## src/rtl/fetch_unit.sv

```systemverilog
// -----------------------------------------------------------------------------
// fetch_unit
//
// Decoupled instruction-fetch front end. It issues word-aligned fetch requests
// to an instruction memory that can have several requests in flight. Responses
// come back in request order and go into a small prefetch FIFO of (pc, instr)
// pairs. Decode pulls from that FIFO with a valid/ready handshake. A redirect
// from branch/jump resolution flushes the FIFO and restarts fetch at a new PC.
// Responses that are still in flight when a redirect happens are counted and
// dropped when they arrive.
//
// Credit scheme: a request is only issued when (outstanding + fifo_count) is
// below FIFO_DEPTH. Every accepted request therefore already owns a FIFO slot,
// so the response path never needs back-pressure.
//
// Parameters
//   XLEN            address width in bits (instructions are always 32 bits)
//   RESET_PC        fetch PC loaded on reset
//   FIFO_DEPTH      prefetch FIFO entries (power of 2, >= 2)
//   MAX_OUTSTANDING max issued-but-unanswered memory requests (>= 1)
//
// Ports
//   clk               clock, rising edge
//   rst_n             synchronous active-low reset
//   imem_req_valid    out  fetch request valid
//   imem_req_ready    in   memory accepts the request this cycle
//   imem_req_addr     out  word-aligned byte address of the request
//   imem_rsp_valid    in   in-order response valid, never back-pressured
//   imem_rsp_data     in   instruction word of the response
//   redirect_valid    in   flush and restart fetch at redirect_pc
//   redirect_pc       in   new fetch PC, bits [1:0] ignored
//   instr_valid       out  FIFO head valid
//   instr_ready       in   decode consumes the head
//   instr_data        out  head instruction (0 when empty)
//   instr_pc          out  head PC (0 when empty)
//   instr_pc_plus_4   out  head PC + 4 modulo 2^XLEN (0 when empty)
// -----------------------------------------------------------------------------
module fetch_unit #(
   parameter int unsigned     XLEN            = 32,
   parameter logic [XLEN-1:0] RESET_PC        = {XLEN{1'b0}},
   parameter int unsigned     FIFO_DEPTH      = 4,
   parameter int unsigned     MAX_OUTSTANDING = 2
) (
   input  logic            clk,
   input  logic            rst_n,
   output logic            imem_req_valid,
   input  logic            imem_req_ready,
   output logic [XLEN-1:0] imem_req_addr,
   input  logic            imem_rsp_valid,
   input  logic [31:0]     imem_rsp_data,
   input  logic            redirect_valid,
   input  logic [XLEN-1:0] redirect_pc,
   output logic            instr_valid,
   input  logic            instr_ready,
   output logic [31:0]     instr_data,
   output logic [XLEN-1:0] instr_pc,
   output logic [XLEN-1:0] instr_pc_plus_4
);

   localparam int unsigned CW = $clog2(MAX_OUTSTANDING + 1);
   localparam int unsigned FW = $clog2(FIFO_DEPTH + 1);
   localparam int unsigned PW = $clog2(FIFO_DEPTH);
   // Wide enough to hold outstanding + fifo_count without overflow.
   localparam int unsigned SW = ((CW > FW) ? CW : FW) + 1;

   localparam logic [CW-1:0]   MAX_OUT_C = CW'(MAX_OUTSTANDING);
   localparam logic [SW-1:0]   DEPTH_C   = SW'(FIFO_DEPTH);
   localparam logic [XLEN-1:0] FOUR_C    = XLEN'(4);
   localparam logic [CW-1:0]   CNT_ONE_C = CW'(1);
   localparam logic [FW-1:0]   FIFO_ONE_C = FW'(1);
   localparam logic [PW-1:0]   PTR_ONE_C = PW'(1);

   // Architectural state
   logic [XLEN-1:0] fetch_pc_r;
   logic [XLEN-1:0] rsp_pc_r;
   logic [CW-1:0]   outstanding_r;
   logic [CW-1:0]   discard_r;
   logic [FW-1:0]   fifo_count_r;
   logic [PW-1:0]   wr_ptr_r;
   logic [PW-1:0]   rd_ptr_r;
   logic [XLEN-1:0] pc_mem_r   [FIFO_DEPTH];
   logic [31:0]     data_mem_r [FIFO_DEPTH];

   // Combinational control
   logic [SW-1:0]   credit_used_s;
   logic            req_valid_s;
   logic            accept_s;
   logic            head_valid_s;
   logic            rsp_drop_s;
   logic            push_s;
   logic            pop_s;
   logic [XLEN-1:0] redirect_base_s;
   logic [CW-1:0]   outstanding_nxt_s;
   logic [CW-1:0]   discard_nxt_s;
   logic [FW-1:0]   fifo_count_nxt_s;
   logic            redirect_unused_s;

   // The two low redirect bits are dropped by design.
   assign redirect_unused_s = ^redirect_pc[1:0];

   // Issue, response and handshake qualification.
   always_comb begin
      credit_used_s   = SW'(outstanding_r) + SW'(fifo_count_r);
      // rst_n gating keeps the request low while reset is held.
      req_valid_s     = rst_n && !redirect_valid
                        && (outstanding_r < MAX_OUT_C)
                        && (credit_used_s < DEPTH_C);
      accept_s        = req_valid_s && imem_req_ready;
      head_valid_s    = (fifo_count_r != {FW{1'b0}});
      // A response arriving with a redirect belongs to the old stream.
      rsp_drop_s      = imem_rsp_valid
                        && ((discard_r != {CW{1'b0}}) || redirect_valid);
      push_s          = imem_rsp_valid && !rsp_drop_s;
      pop_s           = head_valid_s && instr_ready && !redirect_valid;
      redirect_base_s = {redirect_pc[XLEN-1:2], 2'b00};
   end

   // Next values of the in-flight counter and the discard counter.
   always_comb begin
      outstanding_nxt_s = outstanding_r;
      discard_nxt_s     = discard_r;
      if (accept_s && !imem_rsp_valid) begin
         outstanding_nxt_s = outstanding_r + CNT_ONE_C;
      end else if (!accept_s && imem_rsp_valid) begin
         outstanding_nxt_s = outstanding_r - CNT_ONE_C;
      end else begin
         outstanding_nxt_s = outstanding_r;
      end
      // After a redirect everything still in flight is stale.
      if (redirect_valid) begin
         discard_nxt_s = outstanding_nxt_s;
      end else if (imem_rsp_valid && (discard_r != {CW{1'b0}})) begin
         discard_nxt_s = discard_r - CNT_ONE_C;
      end else begin
         discard_nxt_s = discard_r;
      end
   end

   // Next FIFO occupancy; a redirect empties the FIFO.
   always_comb begin
      fifo_count_nxt_s = fifo_count_r;
      if (redirect_valid) begin
         fifo_count_nxt_s = {FW{1'b0}};
      end else if (push_s && !pop_s) begin
         fifo_count_nxt_s = fifo_count_r + FIFO_ONE_C;
      end else if (!push_s && pop_s) begin
         fifo_count_nxt_s = fifo_count_r - FIFO_ONE_C;
      end else begin
         fifo_count_nxt_s = fifo_count_r;
      end
   end

   // PC, counter and pointer registers with synchronous reset.
   always_ff @(posedge clk) begin
      if (!rst_n) begin
         fetch_pc_r    <= RESET_PC;
         rsp_pc_r      <= RESET_PC;
         outstanding_r <= {CW{1'b0}};
         discard_r     <= {CW{1'b0}};
         fifo_count_r  <= {FW{1'b0}};
         wr_ptr_r      <= {PW{1'b0}};
         rd_ptr_r      <= {PW{1'b0}};
      end else begin
         outstanding_r <= outstanding_nxt_s;
         discard_r     <= discard_nxt_s;
         fifo_count_r  <= fifo_count_nxt_s;
         if (redirect_valid) begin
            fetch_pc_r <= redirect_base_s;
            rsp_pc_r   <= redirect_base_s;
            wr_ptr_r   <= {PW{1'b0}};
            rd_ptr_r   <= {PW{1'b0}};
         end else begin
            if (accept_s) begin
               fetch_pc_r <= fetch_pc_r + FOUR_C;
            end
            if (push_s) begin
               rsp_pc_r <= rsp_pc_r + FOUR_C;
               wr_ptr_r <= wr_ptr_r + PTR_ONE_C;
            end
            if (pop_s) begin
               rd_ptr_r <= rd_ptr_r + PTR_ONE_C;
            end
         end
      end
   end

   // FIFO storage; entries are only read while counted valid, so no reset.
   always_ff @(posedge clk) begin
      if (push_s) begin
         pc_mem_r[wr_ptr_r]   <= rsp_pc_r;
         data_mem_r[wr_ptr_r] <= imem_rsp_data;
      end
   end

   // Head presentation; fields read as zero while the FIFO is empty.
   always_comb begin
      instr_data      = 32'h0000_0000;
      instr_pc        = {XLEN{1'b0}};
      instr_pc_plus_4 = {XLEN{1'b0}};
      if (head_valid_s) begin
         instr_data      = data_mem_r[rd_ptr_r];
         instr_pc        = pc_mem_r[rd_ptr_r];
         instr_pc_plus_4 = pc_mem_r[rd_ptr_r] + FOUR_C;
      end else begin
         instr_data      = 32'h0000_0000;
         instr_pc        = {XLEN{1'b0}};
         instr_pc_plus_4 = {XLEN{1'b0}};
      end
   end

   assign imem_req_valid = req_valid_s;
   assign imem_req_addr  = fetch_pc_r;
   assign instr_valid    = head_valid_s;

endmodule

```

## config.mk

```make
export PLATFORM = sky130hd
export DESIGN_NAME = fetch_unit
export DESIGN_NICKNAME = d
export VERILOG_FILES = /design/src/rtl/fetch_unit.sv
export SDC_FILE = /design/constraint.sdc
export NUM_CORES = 1
export LEC_CHECK = 0
export ABC_AREA = 1
export CAP_MARGIN = 15
export CORE_MARGIN = 2
export CORE_UTILIZATION = 35
export DETAILED_ROUTE_END_ITERATION = 12
export PLACE_DENSITY_LB_ADDON = 0.15
export SLEW_MARGIN = 30
export SYNTH_ARGS = -nofsm -noshare
export SYNTH_HDL_FRONTEND = slang
export SYNTH_SLANG_ARGS = --single-unit
```

## constraint.sdc

```tcl
create_clock -name clk -period 4.9 [get_ports clk]
set_input_delay 0.98 -clock clk [delete_from_list [all_inputs] [get_ports clk]]
set_output_delay 0.98 -clock clk [all_outputs]
set_load 0.005 [all_outputs]
```

==> results.json, run 1 <==
{
  "drt_iter0_drc": 927,
  "die_y_um": 217,
  "avgSynthCellArea_um2": 8.38,
  "max-vdd-ir-drop_uv": 210,
  "cpMaxStageDelayCell": "dfxtp_2",
  "end_kind": "output pin",
  "antenna_found_initial": 0,
  "portBuffers": 191,
  "cp_num_buf_inv": 2,
  "clock_skew_ns": 0.0250,
  "finalSetupViolations": 0,
  "insertion_delay_ns": 0.55,
  "grt_pass1_vias": 12300,
  "period_needed_ns": 4.61,
  "drive_above_1_share_pct": 4.77,
  "grt_overflow": 0,
  "hold_path.class": "reg2reg",
  "grtUsageTotal_pct": 19.2,
  "fin_nets": 2151,
  "initial_core_util_pct": 35.6,
  "arrival_ns": 3.63,
  "viasPerCell": 4.92,
  "finalHoldViolations": 0,
  "ys_warn_count": 0,
  "cts_root_buffer": "clkbuf_16",
  "cts_tree": "built",
  "htreeDepth": 2,
  "ys_seq_area_share_pct": 56.3,
  "p_total_mw": 6.44,
  "synth_edf_count": 248,
  "post_cts_buffers": 0,
  "final.setup.tns_ns": 0,
  "hpwlAfterDp_um": 31600,
  "wl_per_cell_um": 16.9,
  "tightest_slew_ns": 0.937,
  "utilization_pct": 44.2,
  "place_area_um2": 18400,
  "synth_ff_type": "edfxtp_1",
  "cp_cell_sequence": "inv_4 -> nor2_1 -> o21ai_1 -> nand2_1 -> ha_1 -> nand2_1 -> nor2_1 -> nand2_1 -> nand2_1 -> nand2_1 -> nor2_1 -> clkdlybuf4s50_1",
  "synthArstFlopShare_pct": 0,
  "cts.repair.resized": 0,
  "core-area_um2": 44400,
  "io_pins": 200,
  "gp_congestion": 0.912,
  "ys_ff_latch": 321,
  "fillers": 4344,
  "areaGrowthSynthToFinish_pct": 24.1,
  "drc": 0,
  "holdBufCountCts": 0,
  "leakage_nw": 7.35,
  "r2r_start": "discard_r[0]",
  "status": "finished clean",
  "cp_slowest_stage_delay_ns": 0.64,
  "cts_buffer_depth": 3,
  "grt_max_degree": 74,
  "syn_inst": 1888,
  "drtAntennaViolNets": 0,
  "rsz0062_at_grt": "false",
  "crit_fanout": 42,
  "worstSetupPathType": "reg2out",
  "max_slew_margin_pct": 37.5,
  "grt_pass1_wl_um": 70400,
  "layout_common_cells": "nand2_1, nor2_1, edfxtp_1, clkdlybuf4s50_1, inv_1",
  "cpMostUsedCell": "nand2_1",
  "num_antenna_cells": 0,
  "critical_path.top_delay_family": "simple AND/OR/NAND/NOR gates",
  "start_kind": "flop",
  "die_x_um": 217,
  "cp.required_ns": 3.92,
  "layout_commonest_cell": "nand2_1",
  "power.density_nw_per_um2": 328,
  "cts_buffers": 37,
  "die_area_um2": 46900,
  "hp-start": "rd_ptr_r[1]",
  "min_period_over_period_pct": 94.0,
  "first_pass_iters": 7,
  "clkSinkCount": 321,
  "wl_um": 45500,
  "drv_cap": 0,
  "timing.fmax_mhz": 217,
  "std_cell_rows": 77,
  "synth_cell_types": 35,
  "clkTransAtPathRegs_ns": 0.06,
  "drv_slew": 0,
  "syn_area_um2": 15800,
  "final_area_um2": 19600,
  "routed-via-count": 13200,
  "finalHoldWorstSlack_ns": 0.474
}
-- path summary, 6_finish.rpt --
path                          to  slack (ns)  depth (start not counted)
max          instr_pc_plus_4[30]        0.29                         12
min                  rd_ptr_r[1]        0.47                          2
max reg2reg    data_mem_r[3][11]        2.20                          8
min reg2reg          rd_ptr_r[1]        0.47                          2
-- cell type report --
type                       instances  area [um2]  area share, %
clock buffer                      51        1020           5.19
clock inverter                    14         171          0.873
inverter                         131         497           2.53
multi-input combinational       1362        6080           31.0
sequential                       321        8910           45.4
tap                              592         741           3.77
timing repair buffer             217        2210           11.3
-- synth_stat cells, types with 2 or more instances --
library cell | count | area share (%)
nor3_1 | 23 | 0.73
a31oi_1 | 19 | 0.75
nand3_1 | 107 | 3.4
dfxtp_1 | 73 | 9.2
nor2_2 | 4 | 0.16
xnor2_1 | 3 | 0.17
inv_1 | 125 | 3.0
a21oi_1 | 91 | 2.9
buf_6 | 4 | 0.28
ha_1 | 10 | 0.79
inv_2 | 6 | 0.14
edfxtp_1 | 248 | 47
nand4_1 | 28 | 1.1
buf_4 | 10 | 0.47
nor2_1 | 334 | 7.9
or2_2 | 3 | 0.12
buf_2 | 25 | 0.79
nor3_2 | 2 | 0.13
xor2_1 | 34 | 1.9
nand2_1 | 559 | 13
o21ai_0 | 118 | 3.7
buf_1 | 11 | 0.26
o211ai_1 | 8 | 0.38
clkbuf_1 | 29 | 0.69
nand3b_1 | 4 | 0.19
-- registers in the layout, summed over array words and instances, names as in the netlist, named ones only --
name	count
rd_ptr_r	2
outstanding_r	2
wr_ptr_r	2
pc_mem_r	120
rsp_pc_r	30
fifo_count_r	3
discard_r	2
imem_req_addr	30
data_mem_r	128
-- worst reg2reg max path: cells and delay by family (launching register included) --
kind | cells | cell delay (ns)
buffers and inverters | 4 | 0.96
adders and majority gates | 1 | 0.15
and+or+nand+nor | 3 | 0.97
DFF | 1 | 0.32
-- per-stage QoR --
step | setup WS [ns] | std cells
final | 0.293 | 2688
after global routing | 0.0173 | 2688
after CTS | 0.0588 | 2688
after detailed placement | 0.634 | 2623
after global placement | 0.663 | 2623
after floorplan | 0.207 | 1893
-- per-layer routing --
layer	vias to the layer above	track usage (%)	routed length [um]
met3	48	3.12	2380
li1	6611	-	-
met4	0	4.36	705
met2	368	32.1	21500
met5	-	0	0
met1	6211	26.2	20900
-- power breakdown --
| part | leakage, nW | internal, mW | switching [mW] |
|---|---|---|---|
| Clock | 0.581 | 1.58 | 1.12 |
| Combinational | 3.91 | 0.279 | 0.361 |
| Sequential | 2.87 | 3.01 | 0.0835 |
| Total | 7.35 | 4.87 | 1.56 |
-- logic make-up after synthesis --
| logic type | after synthesis | share of synthesized area, % |
|---|---|---|
| fa+ha+maj | 11 | 0.917 |
| compound gates | 242 | 8.02 |
| flops | 321 | 56.3 |
| xor+xnor | 37 | 2.05 |
| other cells | 1 | 0.0237 |
| buf+inv | 210 | 5.61 |
| simple gates | 1066 | 27.1 |
No activity file was read; power rests on OpenSTA's default activity.
==> run 2, diff against run 1 <==
--- a/config.mk
+++ b/config.mk
@@ -8,8 +8,10 @@
 export ABC_AREA = 1
 export CAP_MARGIN = 15
 export CORE_MARGIN = 2
-export CORE_UTILIZATION = 35
+export CORE_UTILIZATION = 51
 export DETAILED_ROUTE_END_ITERATION = 12
+export GPL_ROUTABILITY_DRIVEN = 0
+export GPL_TIMING_DRIVEN = 0
 export PLACE_DENSITY_LB_ADDON = 0.15
 export SLEW_MARGIN = 30
 export SYNTH_ARGS = -nofsm -noshare
==> run 2 against run 1 <==
Setup slack improved by 0.16 ns. Hold slack got worse by 0.0043 ns. Final area increased by 0.45%. Sequential power about the same. Die area decreased by 31%. Global-route usage increased by 7.5 points. Non-clock buffer count increased by 64.
==> results.json, run 2 (synthesis gave the netlist of run 1 again) <==
{
  "htreeDepth": 2,
  "clkTransAtPathRegs_ns": 0.06,
  "clkSinkCount": 321,
  "drive_above_1_share_pct": 5.61,
  "rsz0062_at_grt": "false",
  "post_cts_buffers": 0,
  "regMostFlops": "data_mem_r",
  "hpwlAfterDp_um": 32100,
  "clkPwrFrac_pct": 40.8,
  "period_needed_ns": 4.45,
  "worst_r2r_endpoint": "fifo_count_r[2]",
  "finalSetupViolations": 0,
  "viasPerCell": 5.50,
  "cp.required_ns": 3.92,
  "grt_pass1_wl_um": 69100,
  "num_antenna_cells": 0,
  "grtUsageTotal_pct": 26.8,
  "utilization_pct": 64.5,
  "die_x_um": 180,
  "drtAntennaViolNets": 0,
  "wl_um": 44600,
  "status": "finished clean",
  "core-area_um2": 30600,
  "max-vdd-ir-drop_uv": 218,
  "grt_overflow": 0,
  "place_area_um2": 18600,
  "hold_path.class": "reg2reg",
  "leakage_nw": 7.52,
  "holdBufCountCts": 0,
  "tightest_slew_ns": 1.01,
  "power_frac_comb_pct": 10.4,
  "worstSetupPathType": "reg2out",
  "layout_commonest_cell": "nand2_1",
  "cts_tree": "built",
  "finalHoldViolations": 0,
  "start_kind": "flop",
  "reg2reg_depth": 12,
  "cts.repair.resized": 0,
  "p_int_mw": 4.85,
  "finalHoldWorstSlack_ns": 0.469,
  "reg2reg_slack_ns": 1.70,
  "hp-start": "rd_ptr_r[1]",
  "cts_buffers": 34,
  "insertion_delay_ns": 0.52,
  "portBuffers": 190,
  "pwr-share-seq_pct": 48.8,
  "top_regs": "data_mem_r x128, pc_mem_r x120",
  "initial_core_util_pct": 51.7,
  "timing.fmax_mhz": 225,
  "cts_root_buffer": "clkbuf_16",
  "first_pass_iters": 6,
  "wl_per_cell_um": 17.5,
  "power.density_nw_per_um2": 322,
  "grt_max_degree": 21,
  "dp_slack_ns": 0.689,
  "io_pins": 200,
  "die_y_um": 180,
  "largest_reg_flops": 128,
  "r2r_start": "discard_r[0]",
  "areaGrowthSynthToFinish_pct": 24.6,
  "cts_buffer_depth": 3,
  "drc": 0,
  "fin_cells": 2553,
  "place_inst": 2491,
  "layout_common_cells": "nand2_1, nor2_1, edfxtp_1, clkdlybuf4s50_1, inv_1",
  "clock_skew_ns": 0.0187,
  "switchingPower_mw": 1.50,
  "arrival_ns": 3.47,
  "drv_slew": 0,
  "layout_setup_ws_ns": 0.450,
  "final_area_um2": 19700,
  "std_cell_rows": 64,
  "grt_pass1_vias": 13200,
  "routed-via-count": 14000,
  "final.setup.tns_ns": 0,
  "whs_path_depth": 2,
  "die_area_um2": 32400,
  "p_total_mw": 6.35,
  "drt_iter0_drc": 1309,
  "fin_nets": 2212,
  "drv_cap": 0,
  "max_slew_margin_pct": 32.3,
  "antenna_found_initial": 1,
  "min_period_over_period_pct": 90.8,
  "end_kind": "output pin",
  "switching_share_pct": 23.6,
  "crit_fanout": 10
}
run 2: worst max-delay path by stage:
| stage | end | slack (ns) | from |
|---|---|---|---|
| final | instr_data[11] | 0.45 | fifo_count_r[0] |
| after global routing | instr_data[16] | 0.33 | fifo_count_r[0] |
| after CTS | instr_data[1] | 0.53 | fifo_count_r[0] |
| after detailed placement | data_mem_r[2][6] | 0.69 | imem_rsp_valid |
| after global placement | data_mem_r[3][6] | -2.98 | imem_rsp_valid |
| after floorplan | data_mem_r[0][0] | 0.21 | imem_rsp_valid |
run 2: cell type report:
cell class | instances | area (um2)
plain buffers | 79 | 395
clock buffers | 43 | 916
clock inverters | 19 | 220
fillers | 2498 | 10900
inverters | 131 | 492
multi-input cells | 1362 | 6070
flip-flops and latches | 321 | 8910
well taps | 396 | 495
repair buffers | 202 | 2220
run 2: power by group through the flow:
| stage | Sequential [mW] | Combinational [mW] | Clock [mW] |
|---|---|---|---|
| floorplan | 3.13 | 0.316 | 0 |
| global placement | 3.15 | 0.623 | 0 |
| detailed placement | 3.15 | 0.652 | 0 |
| CTS | 3.09 | 0.656 | 2.62 |
| global route | 3.10 | 0.729 | 2.72 |
| finish | 3.10 | 0.659 | 2.59 |
run 2: routing by layer:
layer  up-vias  GRT usage, %  wire [um]
li1       6731             -          -
met1      6482          36.2      18400
met2       713          43.8      20800
met3       105          4.43       4070
met4         2          9.81       1350
met5         -             0         13
run 2: critical path: stages, from the launching register on:
cell and delay (ns):
dfxtp_1 0.36, nor3_1 0.84, clkbuf_1 0.57, clkbuf_1 0.53
a21oi_1 0.16, clkdlybuf4s50_1 0.49
==> run 3, diff against run 2 <==
--- a/config.mk
+++ b/config.mk
@@ -6,12 +6,13 @@
 export NUM_CORES = 1
 export LEC_CHECK = 0
 export ABC_AREA = 1
-export CAP_MARGIN = 15
+export CAP_MARGIN = 25
 export CORE_MARGIN = 2
-export CORE_UTILIZATION = 51
+export CORE_UTILIZATION = 56
 export DETAILED_ROUTE_END_ITERATION = 12
 export GPL_ROUTABILITY_DRIVEN = 0
 export GPL_TIMING_DRIVEN = 0
+export MAX_ROUTING_LAYER = met4
 export PLACE_DENSITY_LB_ADDON = 0.15
 export SLEW_MARGIN = 30
 export SYNTH_ARGS = -nofsm -noshare
==> constraint.sdc (replaced) <==
create_clock -name clk -period 4.1 [get_ports clk]
set_input_delay 0.82 -clock clk [delete_from_list [all_inputs] [get_ports clk]]
set_output_delay 0.82 -clock clk [all_outputs]
set_load 0.005 [all_outputs]
==> run 3 against run 2 <==
Total power grew 12%. Via count grew 1.0%. Clock power hardly changed. Count of clock-buffer cells in the layout decreased by 7. Sequential share of layout area grew 0.30 points. Final cell count down 0.74%. Clock skew shrank 0.0024 ns. First-iteration DRC count increased by 18%. Combinational power rose by 22%. Global-route usage is 4.1 points higher. Setup slack got worse by 0.28 ns.
==> results.json, run 3 (synthesis gave the netlist of run 1 again) <==
{
  "arrival_ns": 3.11,
  "hpwlAfterDp_um": 32000,
  "utilization_pct": 70.5,
  "pwr-share-seq_pct": 52.2,
  "max_slew_margin_pct": 51.6,
  "drt_iter0_drc": 1551,
  "layout_common_cells": "nand2_1, nor2_1, edfxtp_1, clkdlybuf4s50_1, inv_1",
  "crit_path_end": "instr_pc_plus_4[16]",
  "viasPerCell": 5.59,
  "cp.required_ns": 3.28,
  "grt_overflow": 0,
  "leakage_nw": 7.49,
  "drive_above_1_share_pct": 6.12,
  "final.setup.tns_ns": 0,
  "drtAntennaViolNets": 0,
  "start_kind": "flop",
  "first_pass_iters": 6,
  "rsz0062_at_grt": "true",
  "clkPwrFrac_pct": 36.5,
  "p_int_mw": 5.36,
  "grt_max_degree": 21,
  "wl_um": 44700,
  "regMostFlops": "data_mem_r",
  "timing.fmax_mhz": 254,
  "num_antenna_cells": 0,
  "cts_buffer_depth": 3,
  "grtUsageTotal_pct": 30.9,
  "initial_core_util_pct": 56.9,
  "period_needed_ns": 3.93,
  "cpMostUsedCell": "nand2_1",
  "cts_buffers": 31,
  "areaGrowthSynthToFinish_pct": 23.8,
  "core-area_um2": 27800,
  "clock_skew_ns": 0.0163,
  "wl_per_cell_um": 17.6,
  "grt_pass1_wl_um": 68600,
  "power.density_nw_per_um2": 362,
  "hp-start": "rd_ptr_r[0]",
  "htreeDepth": 1,
  "reg2reg_depth": 12,
  "insertion_delay_ns": 0.57,
  "routed-via-count": 14200,
  "r2r_start": "discard_r[0]",
  "drv_slew": 0,
  "finalHoldViolations": 0,
  "tightest_slew_ns": 0.721,
  "cts_tree": "built",
  "die_y_um": 172,
  "io_pins": 200,
  "layout_commonest_cell": "nand2_1",
  "fin_nets": 2212,
  "power_frac_comb_pct": 11.3,
  "grt_pass1_vias": 13500,
  "cp_cell_sequence": "inv_2 -> clkbuf_4 -> nand2_1 -> nand3_1 -> nand2_1 -> nor2_1 -> nand2_1 -> nor2_1 -> nand2_1 -> xor2_1 -> nor2_1 -> clkdlybuf4s50_1",
  "std_cell_rows": 61,
  "cts_root_buffer": "clkbuf_16",
  "crit_fanout": 10,
  "finalSetupViolations": 0,
  "die_x_um": 172,
  "worst_r2r_endpoint": "fifo_count_r[2]",
  "switchingPower_mw": 1.73,
  "end_kind": "output pin",
  "top_regs": "data_mem_r x128, pc_mem_r x120",
  "finalHoldWorstSlack_ns": 0.481,
  "clkTransAtPathRegs_ns": 0.06,
  "status": "finished clean",
  "portBuffers": 190,
  "largest_reg_flops": 128,
  "min_period_over_period_pct": 95.9,
  "max-vdd-ir-drop_uv": 329,
  "holdBufCountCts": 0,
  "cp_slowest_stage_delay_ns": 0.51,
  "reg2reg_slack_ns": 0.99,
  "drc": 0,
  "switching_share_pct": 24.4,
  "hold_path.class": "reg2reg",
  "clkSinkCount": 321,
  "die_area_um2": 29600,
  "drv_cap": 0,
  "worstSetupPathType": "reg2out",
  "cpMaxStageDelayCell": "clkdlybuf4s50_1",
  "antenna_found_initial": 0
}
==> run 3: cell count changes in the layout (fill, tap and decap cells not counted), moves of 3 or more <==
cell and delta:
clkbuf_1 -6, buf_4 +3, buf_2 -7, clkinv_1 +3, bufinv_16 -4, nor2_1 -3
clkbuf_4 +5, clkbuf_16 -4, clkinv_2 +8, clkbuf_2 +5
==> run 3: critical path: cells and delay by family (launching register included) <==
family                    cells  cell delay (ns)
xor gates and xnor gates      1             0.16
buffers and inverters         3             0.99
DFF                           1             0.35
and+or+nand+nor               8             1.06
==> run 3: power groups by stage <==
stage | sequential, mW | clock [mW] | combinational (mW)
final | 3.70 | 2.59 | 0.801
after global routing | 3.71 | 2.72 | 0.880
after CTS | 3.70 | 2.60 | 0.793
after detailed placement | 3.76 | 0 | 0.786
after global placement | 3.77 | 0 | 0.739
after floorplan | 3.74 | 0 | 0.377
==> run 3: worst min-delay path by stage <==
stage | endpoint | slack, ns | depth (start not counted)
after global routing | rd_ptr_r[0] | 0.50 | 1
after detailed placement | flop | 0.47 | 1
after global placement | rd_ptr_r[0] | 0.45 | 1
after floorplan | flop | 0.44 | 2
final | rd_ptr_r[0] | 0.48 | 1
after CTS | rd_ptr_r[0] | 0.48 | 1
==> run 3: what timing repair did <==
item | CTS | global route
setup endpoints to repair | 42 | 28
setup buffers | 0 | 1
cloned | 0 | 0
pin swaps | 0 | 1
gates resized for setup | 2 | 24
==> run 3: through the flow <==
| step | setup slack (ns) | power (mW) | cell area, um2 | cells |
|---|---|---|---|---|
| 2_1_floorplan | -0.433 | 4.12 | 15800 | 1893 |
| 3_3_place_gp | -3.46 | 4.51 | 18200 | 2461 |
| 3_5_place_dp | 0.265 | 4.55 | 18600 | 2475 |
| 4_1_cts | 0.0670 | 7.09 | 19500 | 2533 |
| 5_1_grt | -0.00954 | 7.31 | 19600 | 2534 |
| 6_report | 0.167 | 7.09 | 19600 | 2534 |
==> run 3: metal layers <==
metal	GRT usage, %	vias to the layer above	wire length (um)	share of wire (%)
met3	3.62	117	4210	9.4
met1	40.0	6492	17700	40
met5	-	-	0	0
met4	12.5	0	1380	3.1
li1	-	6745	-	-
met2	50.1	822	21400	48
==> run 3: cell type report <==
type | count | area (um2)
Buffer | 79 | 419
Fill cell | 2091 | 8190
Sequential cell | 321 | 8910
Inverter | 131 | 492
Multi-Input combinational cell | 1362 | 6110
Tap cell | 378 | 473
Clock buffer | 36 | 805
Timing Repair Buffer | 205 | 2270
Clock inverter | 22 | 115
